`src/rtl/regfile_sb.sv`:
```
// regfile_sb: 2R/2W register file (core + MAU load port) with load scoreboard.
// Ports: clk/reset, core wr (run_en,rd_en,rd,data_in), MAU wr (rdmau_en,rdmau,
// data_mau_in), reads (rs1/rs2 -> data_out1/2), issue (issue_en,issue_rd),
// status (stall, busy_cnt, waw_err).
module regfile_sb #(
  parameter int XLEN   = 32,
  parameter int NREG   = 32,
  parameter int AW     = 5,
  parameter int BYPASS = 1
) (
  input  logic            clk,
  input  logic            reset,
  input  logic            run_en,
  input  logic            rd_en,
  input  logic [AW-1:0]   rd,
  input  logic [XLEN-1:0] data_in,
  input  logic            rdmau_en,
  input  logic [AW-1:0]   rdmau,
  input  logic [XLEN-1:0] data_mau_in,
  input  logic            rs1_en,
  input  logic [AW-1:0]   rs1,
  input  logic            rs2_en,
  input  logic [AW-1:0]   rs2,
  output logic [XLEN-1:0] data_out1,
  output logic [XLEN-1:0] data_out2,
  input  logic            issue_en,
  input  logic [AW-1:0]   issue_rd,
  output logic            stall,
  output logic [AW:0]     busy_cnt,
  output logic            waw_err
);

  logic [XLEN-1:0] rf_q [NREG];
  logic [NREG-1:0] busy_q, busy_d;
  logic [AW:0]     cnt_q, cnt_d;
  logic            waw_q, waw_d;

  logic core_we, mau_we, iss_we;
  logic ok_rd, ok_mau, ok_iss, ok_rs1, ok_rs2;
  logic stall1, stall2;

  // Index 0 is hardwired zero; indices >= NREG do not exist.
  function automatic logic idx_ok(input logic [AW-1:0] idx);
    return (idx != '0) && ({1'b0, idx} < (AW+1)'(NREG));
  endfunction

  assign ok_rd  = idx_ok(rd);
  assign ok_mau = idx_ok(rdmau);
  assign ok_iss = idx_ok(issue_rd);
  assign ok_rs1 = idx_ok(rs1);
  assign ok_rs2 = idx_ok(rs2);

  assign core_we = run_en & rd_en & ok_rd;
  assign mau_we  = rdmau_en & ok_mau;
  assign iss_we  = issue_en & ok_iss;

  // Read ports: core write has priority over MAU write when forwarding.
  always_comb begin
    data_out1 = '0;
    if (rs1_en && ok_rs1) begin
      if (BYPASS != 0 && core_we && rd == rs1)
        data_out1 = data_in;
      else if (BYPASS != 0 && mau_we && rdmau == rs1)
        data_out1 = data_mau_in;
      else
        data_out1 = rf_q[rs1];
    end
  end

  always_comb begin
    data_out2 = '0;
    if (rs2_en && ok_rs2) begin
      if (BYPASS != 0 && core_we && rd == rs2)
        data_out2 = data_in;
      else if (BYPASS != 0 && mau_we && rdmau == rs2)
        data_out2 = data_mau_in;
      else
        data_out2 = rf_q[rs2];
    end
  end

  // A pending source no longer stalls when its load lands this cycle
  // and the value can be forwarded.
  always_comb begin
    stall1 = rs1_en & ok_rs1 & busy_q[rs1];
    stall2 = rs2_en & ok_rs2 & busy_q[rs2];
    if (BYPASS != 0 && mau_we && rdmau == rs1) stall1 = 1'b0;
    if (BYPASS != 0 && mau_we && rdmau == rs2) stall2 = 1'b0;
  end

  assign stall = stall1 | stall2;

  // Clear then set, so a back-to-back load to the same index stays busy.
  always_comb begin
    busy_d = busy_q;
    if (mau_we) busy_d[rdmau]   = 1'b0;
    if (iss_we) busy_d[issue_rd] = 1'b1;
  end

  always_comb begin
    cnt_d = '0;
    for (int i = 0; i < NREG; i++)
      cnt_d = cnt_d + {{AW{1'b0}}, busy_d[i]};
  end

  assign waw_d = waw_q | (core_we & busy_q[rd]);

  always_ff @(posedge clk) begin
    if (reset) begin
      for (int i = 0; i < NREG; i++) rf_q[i] <= '0;
      busy_q <= '0;
      cnt_q  <= '0;
      waw_q  <= 1'b0;
    end else begin
      if (mau_we)  rf_q[rdmau] <= data_mau_in;
      // Later assignment wins: core data beats MAU on the same index.
      if (core_we) rf_q[rd]    <= data_in;
      busy_q <= busy_d;
      cnt_q  <= cnt_d;
      waw_q  <= waw_d;
    end
  end

  assign busy_cnt = cnt_q;
  assign waw_err  = waw_q;

endmodule

```
`config.mk`:
```
export PLATFORM = sky130hd
export DESIGN_NAME = regfile_sb
export DESIGN_NICKNAME = d
export VERILOG_FILES = /design/src/rtl/regfile_sb.sv
export SDC_FILE = /design/constraint.sdc
export NUM_CORES = 2
export LEC_CHECK = 0
export ABC_AREA = 0
export CORE_MARGIN = 2
export CORE_UTILIZATION = 35
export DETAILED_ROUTE_END_ITERATION = 12
export GPL_TIMING_DRIVEN = 0
export PLACE_DENSITY = 0.48
export SETUP_SLACK_MARGIN = 0.1
export SLEW_MARGIN = 20
export SYNTH_ARGS = -nofsm -noshare
export SYNTH_HDL_FRONTEND = slang
export SYNTH_SLANG_ARGS = --single-unit
```
`constraint.sdc`:
```
create_clock -name clk -period 10.8 [get_ports clk]
set_clock_uncertainty 0.05 [all_clocks]
set_input_delay 1.62 -clock clk [delete_from_list [all_inputs] [get_ports clk]]
set_output_delay 1.62 -clock clk [all_outputs]
set_load 0.01 [all_outputs]
```
==> flow_summary.yaml <==
floorplan:
  start_util: 0.353
  io_pins: 169
  num_rows: 155
  die_h_um: 429
  coreArea_um2: 179000
  die_w_um: 429
  die_area_um2: 184000
global_route:
  antenna_found_initial: 63
  overflow: 0
  grt_pass1_vias: 51381
  grt_pass1_wl_um: 524000
  grt_max_degree: 33
  grt_usage: 0.437
synth:
  ys_seq_area_frac: 0.499
  synthFlopType: "edfxtp_1"
  synth_edf_count: 1024
  netlist_instances: 4533
  yosysTopAreaCellShare: 0.487
  avgSynthCellArea_um2: 13.9
  syn-cell-area_um2: 63100
  async_flop_share: 0
  yosysUniqueCellTypes: 71
  synthTopCellsByArea: "edfxtp_1 (49%), mux4_2 (14%), a22o_1 (14%), mux2i_1 (4.1%), clkbuf_1 (2.0%)"
  ys_ff_latch: 1063
  synth_top_area_cell: "edfxtp_1"
  synth.most_common_cell: "a22o_1"
  ys_warn_count: 0
  ys_top_cells_by_count: "a22o_1 (1041), edfxtp_1 (1024), mux4_2 (406), clkbuf_1 (331), mux2i_1 (261)"
setup_path:
  critPathKind: "in -> out"
  worstPathArrival_ns: 7.06
  crit_path_end_kind: "primary output"
  cp_slowest_stage_delay_ns: 0.93
  crit_slowest_cell: "clkbuf_1"
  crit_path_start_kind: "input port"
  cp_common_cell: "clkdlybuf4s50_1"
  critPathRequiredTime_ns: 9.13
  path_cells: "clkdlybuf4s50_1, clkbuf_1, xnor2_1, nand3_1, o31a_2, nand2b_1, clkbuf_2, o21ai_1, clkdlybuf4s50_1"
  crit_path_max_fanout: 10
status:
  outcome: "finished clean"
finish:
  syn_to_final_growth_pct: 16.3
  fin_nets: 4987
  drive_gt1_frac: 0.230
  fillCellCount: 16709
  finish.utilization: 0.411
  final_cells: 7365
routing:
  drt_wl_total_um: 413000
  via_count: 56230
  firstDrtPassIters: 9
  drtIter0Drc: 11084
  drc: 0
  wl_per_cell_um: 56.0
  ant_nets: 0
  routed_via_density: 7.63
place:
  dp.cells: 7079
  dp_hpwl_um: 294000
  numPortBuffers: 93
  gp_congestion: 1.06
  dp_slack_ns: 2.54
clock_tree:
  clkTransAtPathRegs_ns: 0.06
  clockRootBuffer: "clkbuf_16"
  htreeDepth: 4
  cts_setup_buffers: 0
  postCtsHoldBufs: 0
  clk_latency_ns: 0.84
  cts_tree: "done"
  ctsResizeCount: 0
  clockBufferDepth: 3
  cts_made_buffers: 133
  cts.sinks: 1063
timing:
  finalCritPeriodShare: 0.808
  finalWorstSetupSlack_ns: 2.07
  relSlewSlack: 0.0381
  finalSetupTns_ns: 0
  fin_crit_ns: 8.73
  worst_slew_pin_slew_ns: 1.43
  rsz0062_at_grt: "no"
  final_hold_viol_count: 0
  fmax_mhz: 115
  setup_viol: 0
  drv_slew: 0
min_path:
  hold_class: "reg -> reg"
power_and_ir_drop:
  peakVddDrop_mv: 0.159
  clockPowerShare: 0.402
  pwr_density_cell_nw_per_um2: 156
  combPwrFrac: 0.170
  seqPwrFrac: 0.428
  cell_internal_pwr_w: 0.00796
  p_leak_nw: 25.6
  totalPowerFinal_w: 0.0114
  power.switching_w: 0.00348
  switching_share: 0.304
run:
  max_cap_violations: 0
-- flip-flops by register name, summed over array words and instances (netlist names) --
register,count
busy_cnt,6
waw_err,1
busy_q,32
rf_q,1024
-- final cells by class --
type	instances	area (um2)	area share
tap	2355	2950	0.0401
buffer	723	3580	0.0488
sequential	1063	31500	0.429
multi-input combinational	2751	28500	0.388
timing repair buffer	160	2480	0.0338
clock inverter	59	586	0.00797
antenna	48	120	0.00164
inverter	27	101	0.00138
clock buffer	179	3640	0.0495
-- placed cells by master (no fill, tap or decap), types with 16 or more instances in the layout --
master,count
a22o_1,1041
edfxtp_1,1024
mux4_2,406
clkbuf_1,302
mux2i_1,261
buf_2,225
a22oi_1,139
clkbuf_16,139
o221ai_1,98
nand2_1,97
a21oi_1,97
clkdlybuf4s50_1,93
buf_1,82
clkbuf_2,71
a32oi_1,66
nor2_1,62
o21ai_1,60
buf_6,55
diode_2,48
dfxtp_1,39
o21ai_0,36
buf_16,36
nor2b_1,35
a211oi_1,33
buf_4,32
conb_1,32
o22ai_1,31
nand2_4,30
inv_1,27
buf_12,25
fa_1,24
clkinv_1,22
nor3_2,21
nand3_1,19
clkinv_2,17
nor2_8,16
xnor2_1,16
-- logic make-up (layout without fill, tap and decap cells) --
| kind of cell | count (synthesis) | after routing | synth area share |
|---|---|---|---|
| other cells | 1 | 80 | 0.0000594 |
| xor+xnor | 22 | 22 | 0.00305 |
| flops | 1063 | 1063 | 0.499 |
| compound gates | 1619 | 1619 | 0.209 |
| fa+ha+maj | 31 | 31 | 0.00900 |
| buf+inv | 750 | 1148 | 0.0568 |
| mux | 671 | 671 | 0.187 |
| simple gates | 376 | 376 | 0.0363 |
-- critical path: cells and delay by family --
family	cells	cell delay (ns)
buffers and inverters	4	2.72
AO/OA/AOI/OAI	2	1.52
AND/OR/NAND/NOR	2	1.06
XOR/XNOR	1	0.12
-- through the flow --
stage	instance area (um2)	hold slack (ns)
after floorplan	63300	0.429
final	73500	0.460
after global routing	73400	0.501
after detailed placement	69100	0.447
after global placement	67100	0.453
after CTS	73300	0.464
-- power groups by stage --
stage               sequential, W  clock, W  combinational (W)
finish                    0.00490   0.00460            0.00195
global route              0.00491   0.00468            0.00189
CTS                       0.00489   0.00453            0.00181
detailed placement        0.00497         0            0.00180
global placement          0.00498         0            0.00172
floorplan                 0.00492         0           0.000880
-- routing by layer --
layer | vias up | track usage | wire [um]
met1 | 29090 | 0.523 | 147000
met4 | 51 | 0.346 | 39200
met2 | 5777 | 0.574 | 160000
met3 | 1666 | 0.233 | 65600
met5 | - | 0.0284 | 890
li1 | 19646 | - | -
-- final timing paths --
check             startpoint           end  slack, ns  cells after the start
setup / recovery      rs2[4]  data_out2[4]       2.07                      9
hold / removal       waw_err       waw_err       0.46                      2
setup reg to reg  busy_q[21]   busy_cnt[4]       5.62                     16
hold reg to reg      waw_err       waw_err       0.46                      2
No activity file was read; power rests on OpenSTA's default activity.
